<file path="src/rtl/alu_byte_sequencer_pkg.sv">
// alu_seq_pkg: shared FSM state type, slice width and ALU op encodings
package alu_seq_pkg;
    typedef enum logic [1:0] {IDLE, RUN, DONE} state_t;
    localparam int SLICE_W = 8;
    localparam logic [3:0] ALU_OP_AND = 4'b0000;
    localparam logic [3:0] ALU_OP_OR  = 4'b0001;
    localparam logic [3:0] ALU_OP_ADD = 4'b0010;
    localparam logic [3:0] ALU_OP_SUB = 4'b0110;
endpackage

</file>
<file path="src/rtl/alu_byte_sequencer_if.sv">
// alu_byte_sequencer_if: request/response handshake bundle for the byte sequencer
//   master: execute stage (drives in_valid, a, b, carry_in, ALU_op, out_ready)
//   slave:  sequencer (drives in_ready, out_valid, result, carry_out, zero)
interface alu_byte_sequencer_if #(parameter int WIDTH = 32);
    logic             in_valid;
    logic             in_ready;
    logic [WIDTH-1:0] a;
    logic [WIDTH-1:0] b;
    logic             carry_in;
    logic [3:0]       ALU_op;
    logic             out_valid;
    logic             out_ready;
    logic [WIDTH-1:0] result;
    logic             carry_out;
    logic             zero;
    modport master (
        output in_valid, a, b, carry_in, ALU_op, out_ready,
        input  in_ready, out_valid, result, carry_out, zero
    );
    modport slave (
        input  in_valid, a, b, carry_in, ALU_op, out_ready,
        output in_ready, out_valid, result, carry_out, zero
    );
endinterface

</file>
<file path="src/rtl/alu_byte_sequencer_slice.sv">
// eightbit_ALU: 8-bit ALU slice (AND, OR, ADD, SUB) with carry in/out
//   a, b, carry_in, ALU_op -> result, carry_out
//   Logic ops report carry_out=0; SUB expects carry_in=1 (two's complement).
module eightbit_ALU
    import alu_seq_pkg::*;
(
    input  logic [SLICE_W-1:0] a,
    input  logic [SLICE_W-1:0] b,
    input  logic               carry_in,
    input  logic [3:0]         ALU_op,
    output logic [SLICE_W-1:0] result,
    output logic               carry_out
);
    logic [SLICE_W:0] sum;
    always_comb begin
        sum = {1'b0, a} + {1'b0, (ALU_op == ALU_OP_SUB) ? ~b : b} + {{SLICE_W{1'b0}}, carry_in};
        result = (ALU_op == ALU_OP_AND) ? (a & b) : (ALU_op == ALU_OP_OR) ? (a | b) : sum[SLICE_W-1:0];
        carry_out = (ALU_op == ALU_OP_ADD || ALU_op == ALU_OP_SUB) && sum[SLICE_W];
    end
endmodule

</file>
<file path="src/rtl/alu_byte_sequencer.sv">
// alu_byte_sequencer: runs one WIDTH-bit ALU op through an 8-bit slice, one byte per cycle
//   clk, reset (sync, active-high), bus (alu_byte_sequencer_if.slave), busy (state != IDLE)
//   Optional macro ALU_SEQ_BACK2BACK_EN: accept a new request in the same cycle a result is taken.
module alu_byte_sequencer
    import alu_seq_pkg::*;
#(
    parameter int WIDTH = 32
)
(
    input  logic                clk,
    input  logic                reset,
    alu_byte_sequencer_if.slave bus,
    output logic                busy
);
    localparam int NB = WIDTH / SLICE_W;
    localparam int IW = (NB > 1) ? $clog2(NB) : 1;
    localparam logic [IW-1:0] LAST = IW'(NB - 1);

    state_t             state_q, state_d;
    logic [IW-1:0]      idx_q, idx_d;
    logic [WIDTH-1:0]   a_q, a_d, b_q, b_d, res_q, res_d;
    logic [3:0]         op_q, op_d;
    logic               cy_q, cy_d, co_q, co_d, zero_q, zero_d;
    logic               start;
    logic [SLICE_W-1:0] slice_r;
    logic               slice_co;

    eightbit_ALU u_slice (
        .a        (a_q[idx_q*SLICE_W +: SLICE_W]),
        .b        (b_q[idx_q*SLICE_W +: SLICE_W]),
        .carry_in (cy_q),
        .ALU_op   (op_q),
        .result   (slice_r),
        .carry_out(slice_co)
    );

`ifdef ALU_SEQ_BACK2BACK_EN
    assign bus.in_ready = (state_q == IDLE) || (state_q == DONE && bus.out_ready);
`else
    assign bus.in_ready = (state_q == IDLE);
`endif
    assign bus.out_valid = (state_q == DONE);
    assign bus.result    = res_q;
    assign bus.carry_out = co_q;
    assign bus.zero      = zero_q;
    assign busy          = (state_q != IDLE);
    assign start         = bus.in_valid && bus.in_ready;

    always_comb begin
        state_d = state_q;
        idx_d   = idx_q;
        a_d     = a_q;
        b_d     = b_q;
        op_d    = op_q;
        cy_d    = cy_q;
        res_d   = res_q;
        co_d    = co_q;
        zero_d  = zero_q;
        if (state_q == RUN) begin
            res_d[idx_q*SLICE_W +: SLICE_W] = slice_r;
            cy_d  = slice_co;
            idx_d = idx_q + 1'b1;
            if (idx_q == LAST) begin
                state_d = DONE;
                co_d    = slice_co;
                zero_d  = (res_d == '0);
            end
        end
        if (state_q == DONE && bus.out_ready)
            state_d = IDLE;
        // an accept (from IDLE, or from DONE during handoff) overrides the return to IDLE
        if (start) begin
            state_d = RUN;
            idx_d   = '0;
            a_d     = bus.a;
            b_d     = bus.b;
            op_d    = bus.ALU_op;
            cy_d    = bus.carry_in;
        end
    end

    always_ff @(posedge clk) begin
        if (reset) begin
            state_q <= IDLE;
            idx_q   <= '0;
            a_q     <= '0;
            b_q     <= '0;
            op_q    <= '0;
            cy_q    <= 1'b0;
            res_q   <= '0;
            co_q    <= 1'b0;
            zero_q  <= 1'b0;
        end else begin
            state_q <= state_d;
            idx_q   <= idx_d;
            a_q     <= a_d;
            b_q     <= b_d;
            op_q    <= op_d;
            cy_q    <= cy_d;
            res_q   <= res_d;
            co_q    <= co_d;
            zero_q  <= zero_d;
        end
    end
endmodule

</file>
<file path="src/flat_wrapper.sv">
// flat-port wrapper written by rule: the top's interface ports become plain ports
module alu_byte_sequencer_flat import alu_seq_pkg::*;
#(
    parameter int WIDTH = 32
)
  (clk, reset, busy, bus_in_valid, bus_a, bus_b, bus_carry_in, bus_ALU_op, bus_out_ready, bus_in_ready, bus_out_valid, bus_result, bus_carry_out, bus_zero);
  alu_byte_sequencer_if #(.WIDTH(WIDTH)) bus_i ();
  input  logic clk;
  input  logic reset;
  output logic busy;
  input wire logic [$bits(bus_i.in_valid)-1:0] bus_in_valid;
  input wire logic [$bits(bus_i.a)-1:0] bus_a;
  input wire logic [$bits(bus_i.b)-1:0] bus_b;
  input wire logic [$bits(bus_i.carry_in)-1:0] bus_carry_in;
  input wire logic [$bits(bus_i.ALU_op)-1:0] bus_ALU_op;
  input wire logic [$bits(bus_i.out_ready)-1:0] bus_out_ready;
  output wire logic [$bits(bus_i.in_ready)-1:0] bus_in_ready;
  output wire logic [$bits(bus_i.out_valid)-1:0] bus_out_valid;
  output wire logic [$bits(bus_i.result)-1:0] bus_result;
  output wire logic [$bits(bus_i.carry_out)-1:0] bus_carry_out;
  output wire logic [$bits(bus_i.zero)-1:0] bus_zero;
  assign bus_i.in_valid = bus_in_valid;
  assign bus_i.a = bus_a;
  assign bus_i.b = bus_b;
  assign bus_i.carry_in = bus_carry_in;
  assign bus_i.ALU_op = bus_ALU_op;
  assign bus_i.out_ready = bus_out_ready;
  assign bus_in_ready = bus_i.in_ready;
  assign bus_out_valid = bus_i.out_valid;
  assign bus_result = bus_i.result;
  assign bus_carry_out = bus_i.carry_out;
  assign bus_zero = bus_i.zero;
  alu_byte_sequencer #(.WIDTH(WIDTH)) u_core (.clk(clk), .reset(reset), .bus(bus_i), .busy(busy));
endmodule
</file>
<file path="config.mk">
export PLATFORM = sky130hd
export DESIGN_NAME = alu_byte_sequencer_flat
export DESIGN_NICKNAME = d
export VERILOG_FILES = /design/src/rtl/alu_byte_sequencer_pkg.sv /design/src/rtl/alu_byte_sequencer_if.sv /design/src/rtl/alu_byte_sequencer_slice.sv /design/src/rtl/alu_byte_sequencer.sv /design/src/flat_wrapper.sv
export SDC_FILE = /design/constraint.sdc
export NUM_CORES = 1
export LEC_CHECK = 0
export ABC_AREA = 1
export CORE_MARGIN = 4
export CORE_UTILIZATION = 53
export DETAILED_ROUTE_END_ITERATION = 10
export GPL_ROUTABILITY_DRIVEN = 0
export PLACE_DENSITY = 0.93
export REMOVE_ABC_BUFFERS = 1
export SLEW_MARGIN = 15
export SYNTH_ARGS = -nofsm -noshare
export SYNTH_HDL_FRONTEND = slang
export SYNTH_SLANG_ARGS = --single-unit
export TNS_END_PERCENT = 50
</file>
<file path="constraint.sdc">
create_clock -name clk -period 3.9 [get_ports clk]
set_input_delay 0.39 -clock clk [delete_from_list [all_inputs] [get_ports clk]]
set_output_delay 0.39 -clock clk [all_outputs]
set_load 0.1 [all_outputs]
</file>
# Yosys cells after proc, flatten, opt, wreduce, memory -nomap -nowiden
# Cells that the tools add are included.
totals:
  input_bits: 73
  ff_bits: 107
op_classes:
  n_eq_ne: 6
  bitwise: 3
  muxes: 10
  add_sub_neg: 4
  n_shift: 4
  reduce_logical: 15
op_table:
  columns: ["operator", "count"]
  rows:
  - ["$shiftx A32 B6 Y8", 2]
  - ["$neg A5 Y34", 1]
  - ["$shift A8 B34 Y32 const A", 1]
  - ["$shiftx A8 B34 Y32", 1]
  - ["$bwmux W32", 1]
  - ["$logic_not A32 Y1", 1]
  - ["$mux W8", 3]
  - ["$add A8 B8 Y9", 1]
  - ["$add A9 B1 Y9", 1]
  - ["$and A8 B8 Y8", 1]
  - ["$not A8 Y8", 1]
  - ["$or A8 B8 Y8", 1]
  - ["$mux W1", 6]
  - ["$reduce_bool A3 Y1", 2]
  - ["$eq A2 B2 Y1 const B", 2]
  - ["$eq A4 B1 Y1 const B", 1]
  - ["$eq A4 B2 Y1 const B", 1]
  - ["$eq A4 B3 Y1 const B", 1]
  - ["$logic_not A4 Y1", 1]
  - ["$reduce_and A2 Y1", 2]
  - ["$reduce_bool A2 Y1", 2]
  - ["$logic_and A1 B1 Y1", 3]
  - ["$reduce_or A3 Y1", 1]
  - ["$add A2 B1 Y2 const B", 1]
  - ["other kinds (4)", 4]

# Depth between registers and ports, before layout
depth:
  ltp_word: 10
  mapped_depth: 24

# By module
# From an unflattened synthesis, not the netlist that was laid out.
hier_totals:
  hier_cells: 884
  hier_area_um2: 5795.6
by_module_without_submodules:
  columns: ["module", "area_each_um2", "cells_per_inst", "n_inst"]
  rows:
  - ["alu_byte_sequencer", 5089.9, 767, 1]
  - ["eightbit_ALU", 705.7, 117, 1]

# Least setup slack after synthesis
# OpenSTA, ideal clock, no wires.
synth_path:
  path_kind: "register -> output"
  startpoint: "register u_core.state_q[0]"
  endpoint: "output port busy"
  required_ps: 3510
  arrival_time_ps: 2580
  stages_incl_launch_ff: 3
  path_slack_ps: 930
  cell_sequence: "dfxtp_1 > nor2_1 > inv_1"
synth_via:
  elab_chain_len: 1
synth_lines:
  columns: ["item", "line_no", "rtl"]
  rows:
  - ["from (decl)", "alu_byte_sequencer.sv:19", "state_t state_q, state_d;"]
  - ["from (signal assigned)", "alu_byte_sequencer.sv:94", "state_q <= state_d;"]
  - ["$reduce_bool A2 Y1", "alu_byte_sequencer.sv:46", "assign busy = (state_q != IDLE);"]
  - ["to (decl)", "flat_wrapper.sv:10", "output logic busy;"]
# Every way passes these cells.

# Final worst setup path
layout_path:
  startpoint: "register u_core.op_q[0]"
  endpoint: "register u_core.zero_q, in the netlist u_core.bus.zero"
layout_via:
  elab_chain_len: 9
  elab_cells_between_ends: 11
layout_lines:
  columns: ["item", "line_no", "rtl"]
  rows:
  - ["from (decl)", "alu_byte_sequencer.sv:22", "logic [3:0] op_q, op_d;"]
  - ["from (signal assigned)", "alu_byte_sequencer.sv:98", "op_q <= op_d;"]
  - ["$eq A4 B3 Y1", "alu_byte_sequencer_slice.sv:16", "sum = {1'b0, a} + {1'b0, (ALU_op == ALU_OP_SUB) ? ~b : b} + {{SLICE_W{1'b0}}, carry_in};"]
  - ["$mux W8", "alu_byte_sequencer_slice.sv:16", null]
  - ["$add A8 B8 Y9", "alu_byte_sequencer_slice.sv:16", null]
  - ["$add A9 B1 Y9", "alu_byte_sequencer_slice.sv:16", null]
  - ["$mux W8", "alu_byte_sequencer_slice.sv:17", "result = (ALU_op == ALU_OP_AND) ? (a & b) : (ALU_op == ALU_OP_OR) ? (a | b) : sum[SLICE_W-1:0];"]
  - ["$mux W8 *", "alu_byte_sequencer_slice.sv:17", null]
  - ["$shiftx A8 B34 Y32 *", "alu_byte_sequencer.sv:60", "res_d[idx_q*SLICE_W +: SLICE_W] = slice_r;"]
  - ["$bwmux W32 *", "alu_byte_sequencer.sv:60", null]
  - ["$logic_not A32 Y1 *", "alu_byte_sequencer.sv:66", "zero_d = (res_d == '0);"]
  - ["to (signal assigned)", "alu_byte_sequencer.sv:102", "zero_q <= zero_d;"]
  - ["to (decl)", "alu_byte_sequencer.sv:23", "logic cy_q, cy_d, co_q, co_d, zero_q, zero_d;"]
# Mark *: on every way between the ends. The rest lies on a longest branch, timed or not.
# A chain may end at the register's enable or synchronous reset.

==> results.txt <==
----------------------------------------------------
[Clocking]
  Count of buffers added by post-CTS timing repair for setup ... 0
  Count of H-tree levels built during CTS ... 3
  Clock-pin slew reported for the worst setup and hold paths after clock tree synthesis ... approximately 100 ps
  Cts repair resizes ... 0
  Number of hold-repair buffers added at the cts stage ... 0
  Clock latency reported for the late side of the worst-skew pair ... 390 ps
  TritonCTS clock tree ... yes
  CTS Root Buffer Type ... sky130_fd_sc_hd__clkbuf_8
  Buffer depth of the longest clock path ... 2
  Number of buffers inserted during clock tree synthesis ... 9
  CTS Sinks ... about 110

[Global route]
  Maximum number of pins on one net before global-route repair ... between 70 and 80
  Sum of overflow across all layers after global routing ... 0
  Global-route wire length before repair ... ~25000 um
  Overall Global Routing Usage ... 23.4%
  Number of global-route vias before repair ... about 5400
  Antenna violations before repair ... 0

[Detailed routing]
  DRC viols ... 0
  Average routed wire per standard cell ... between 10 and 15 um
  Via total after detailed routing ... about 5900
  Via density per instance ... approximately 5.3
  1st-iter DRT viols ... a little under 400
  Total Wirelength ... roughly 15000 um
  Iteration count of the initial detailed-routing pass ... 6
  Number of routed nets with antenna violations ... 0

[Final layout]
  Share of cells above drive strength 1 ... under 10%
  Area of the multi-input gates ... approximately 3000 um2
  Final design instance area without fill ... between 7000 and 8000 um2
  Storage element area ... 2140 um2
  Final-layout fill cell count ... around 900
  Commonest cells after routing, fill and taps aside ... sky130_fd_sc_hd__nor2_1 (190), sky130_fd_sc_hd__nand2_1 (183), sky130_fd_sc_hd__clkdlybuf4s50_1 (109)
  Number of diodes ... 0
  Synthesis-to-layout area growth ... 22.8%
  Most common cell after layout, fill and taps aside ... sky130_fd_sc_hd__nor2_1
  Final core utilization ... 67.5%
  Number of nets at the end of the flow ... 1063

[Die]
  Die span in x ... 112 um
  Floorplan die area ... between 10000 and 15000 um2
  Top-level port count ... 110
  Starting density of the core ... 55.0%
  Overall die height ... 112 um
  Count of standard-cell rows ... 37
  Placeable core region ... 10500 um2

[Timing]
  Max-slew violations ... 0
  Worst slew margin relative to its limit ... between 30% and 40%
  Worst clock skew on the final layout ... about 13 ps
  Worst setup margin ... between 400 and 500 ps
  Post-route minimum period ... ~3500 ps
  Setup total negative slack ... 0 ps
  Worst hold slack ... 490 ps
  Final critical-path share of the clock period ... 89.1%
  Slew of the pin with the lowest slew margin ... between 900 and 1000 ps
  Unrepaired setup endpoints after global routing ... no
  Final Hold Violating Endpoints ... 0
  Final setup viols ... 0
  Highest Clock Rate ... ~290 MHz

[Setup path]
  Type of the setup path with the least slack ... flip-flop to flip-flop
  Max FO, Critical Path ... 8
  Worst setup path start ... u_core.op_q[0]
  Worst R2R Setup Slack ... 430 ps
  Arrival time at the worst endpoint ... about 3800 ps
  Critical Path Start Type ... flip-flop
  Required arrival time at the worst endpoint ... about 4200 ps
  Reg2Reg Launch Point ... u_core.op_q[0]
  Kind of end point of the critical path ... flip-flop

[Synthesis]
  Register area share after synthesis ... 37.2%
  Number of standard cells after synthesis ... around 900
  Number of warnings issued by yosys ... 0
  Average size of a mapped cell ... about 6.5 um2
  Yosys reg bits ... 107
  Total standard cell area after synthesis ... about 5800 um2
  Library cells used by synthesis ... 36

[Placement]
  Cell area reported after detailed placement ... between 6000 and 7000 um2
  Total of buffers placed on input and output ports ... 109
  HPWL after detailed placement ... roughly 11000 um
  Pre-CTS setup slack ... approximately 540 ps

[Power and ir drop]
  Highest ir drop seen on vdd ... slightly below 0.2 mV
  Power per cell area ... around 420 nW/um2
  Static Leak ... about 3.3 nW

[Run status]
  Result of the run ... complete, no violations

[Min path]
  Worst min path class ... flip-flop to flip-flop
  Launch point of the worst hold path ... u_core.b_q[31]

[Job]
  Number of max-capacitance violations reported ... 0

----------------------------------------------------
[cells by family (layout without fill, tap and decap cells)]
family | Yosys count | in the layout | share of synthesized area, %
AOI/OAI and AO/OA | 158 | 158 | 14.6
xor gates and xnor gates | 8 | 8 | 1.22
adders and majority gates | 15 | 15 | 3.52
buffers and inverters | 143 | 233 | 10.5
DFF | 107 | 107 | 37.2
muxes | 1 | 1 | 0.392
and+or+nand+nor | 458 | 458 | 32.6
[power breakdown]
part | total, W | switching (W) | internal (W)
Sequential | 0.00125 | 0.0000585 | 0.00119
Clock | 0.000709 | 0.000390 | 0.000319
Combinational | 0.000983 | 0.000667 | 0.000316
[worst max-delay path, cell delays in order, from the launching register on]
cell,delay (ps)
sky130_fd_sc_hd__dfxtp_1,370
sky130_fd_sc_hd__nor3_1,320
sky130_fd_sc_hd__nand2_1,370
sky130_fd_sc_hd__xnor2_1,260
sky130_fd_sc_hd__fa_1,370
sky130_fd_sc_hd__inv_1,110
sky130_fd_sc_hd__fa_1,420
sky130_fd_sc_hd__nor2_1,110
sky130_fd_sc_hd__nor2_1,40
sky130_fd_sc_hd__nand2_1,80
sky130_fd_sc_hd__nand2_1,130
sky130_fd_sc_hd__nand3_1,100
sky130_fd_sc_hd__o21ai_0,130
sky130_fd_sc_hd__nor3_1,150
sky130_fd_sc_hd__nand3_1,100
sky130_fd_sc_hd__nor2_1,140
sky130_fd_sc_hd__nand3_1,100
sky130_fd_sc_hd__a21oi_1,120
[Yosys cell counts (all sizes together)]
library cell / count / area, um2
nor2: 191 / 719
nand2: 187 / 709
o21ai: 114 / 571
dfxtp: 107 / 2140
inv: 96 / 360
nand3: 59 / 300
clkbuf: 35 / 131
a21oi: 25 / 125
nand4: 15 / 93.8
ha: 13 / 163
buf: 10 / 103
o211ai: 7 / 52.6
xor2: 6 / 52.6
a31oi: 3 / 18.8
nor3: 3 / 15.0
o21bai: 3 / 26.3
a21boi: 2 / 15.0
clkinv: 2 / 8.75
fa: 2 / 40.0
o22ai: 2 / 12.5
xnor2: 2 / 17.5
a221oi: 1 / 8.76
a41oi: 1 / 8.76
and2: 1 / 6.26
mux2i: 1 / 22.5
nor4: 1 / 21.3
or2: 1 / 6.26
[flip-flops by register name (all words and copies together), names as in the netlist]
register and count:
u_core.bus.zero 1, u_core.op_q 4, u_core.a_q 32, u_core.state_q 2, u_core.bus.result 32, u_core.bus.carry_out 1, u_core.b_q 32, u_core.idx_q 2
u_core.cy_q 1
[per-stage QoR]
stage / instances / total power, W
final: 1116 / 0.00294
after global routing: 1116 / 0.00309
after CTS: 1116 / 0.00293
after detailed placement: 1100 / 0.00224
after global placement: 1100 / 0.00222
after floorplan: 845 / 0.00195
[layer usage]
metal | track usage (%) | up-vias | wire [um] | share of wire (%)
li1 | - | 2993 | - | -
met1 | 30.0 | 2623 | 6340 | 43
met2 | 39.5 | 247 | 6930 | 47
met3 | 3.83 | 59 | 1110 | 7.5
met4 | 9.29 | 0 | 493 | 3.3
met5 | 0 | - | 0 | 0
[final cells by class]
cell class | count | share of cell area [%]
sequential | 107 | 30.4
clock inverter | 5 | 0.868
timing repair buffer | 119 | 16.5
clock buffer | 11 | 2.00
inverter | 98 | 5.23
tap | 136 | 2.41
multi-input combinational | 640 | 42.6
[path summary, 6_finish.rpt]
check / to / cells past startpoint
hold reg to reg: u_core.b_q[31] / 2
setup reg to reg: u_core.bus.zero / 17
setup / recovery: u_core.bus.zero / 17
hold / removal: u_core.b_q[31] / 2
Power figures use the tool's default switching activity.
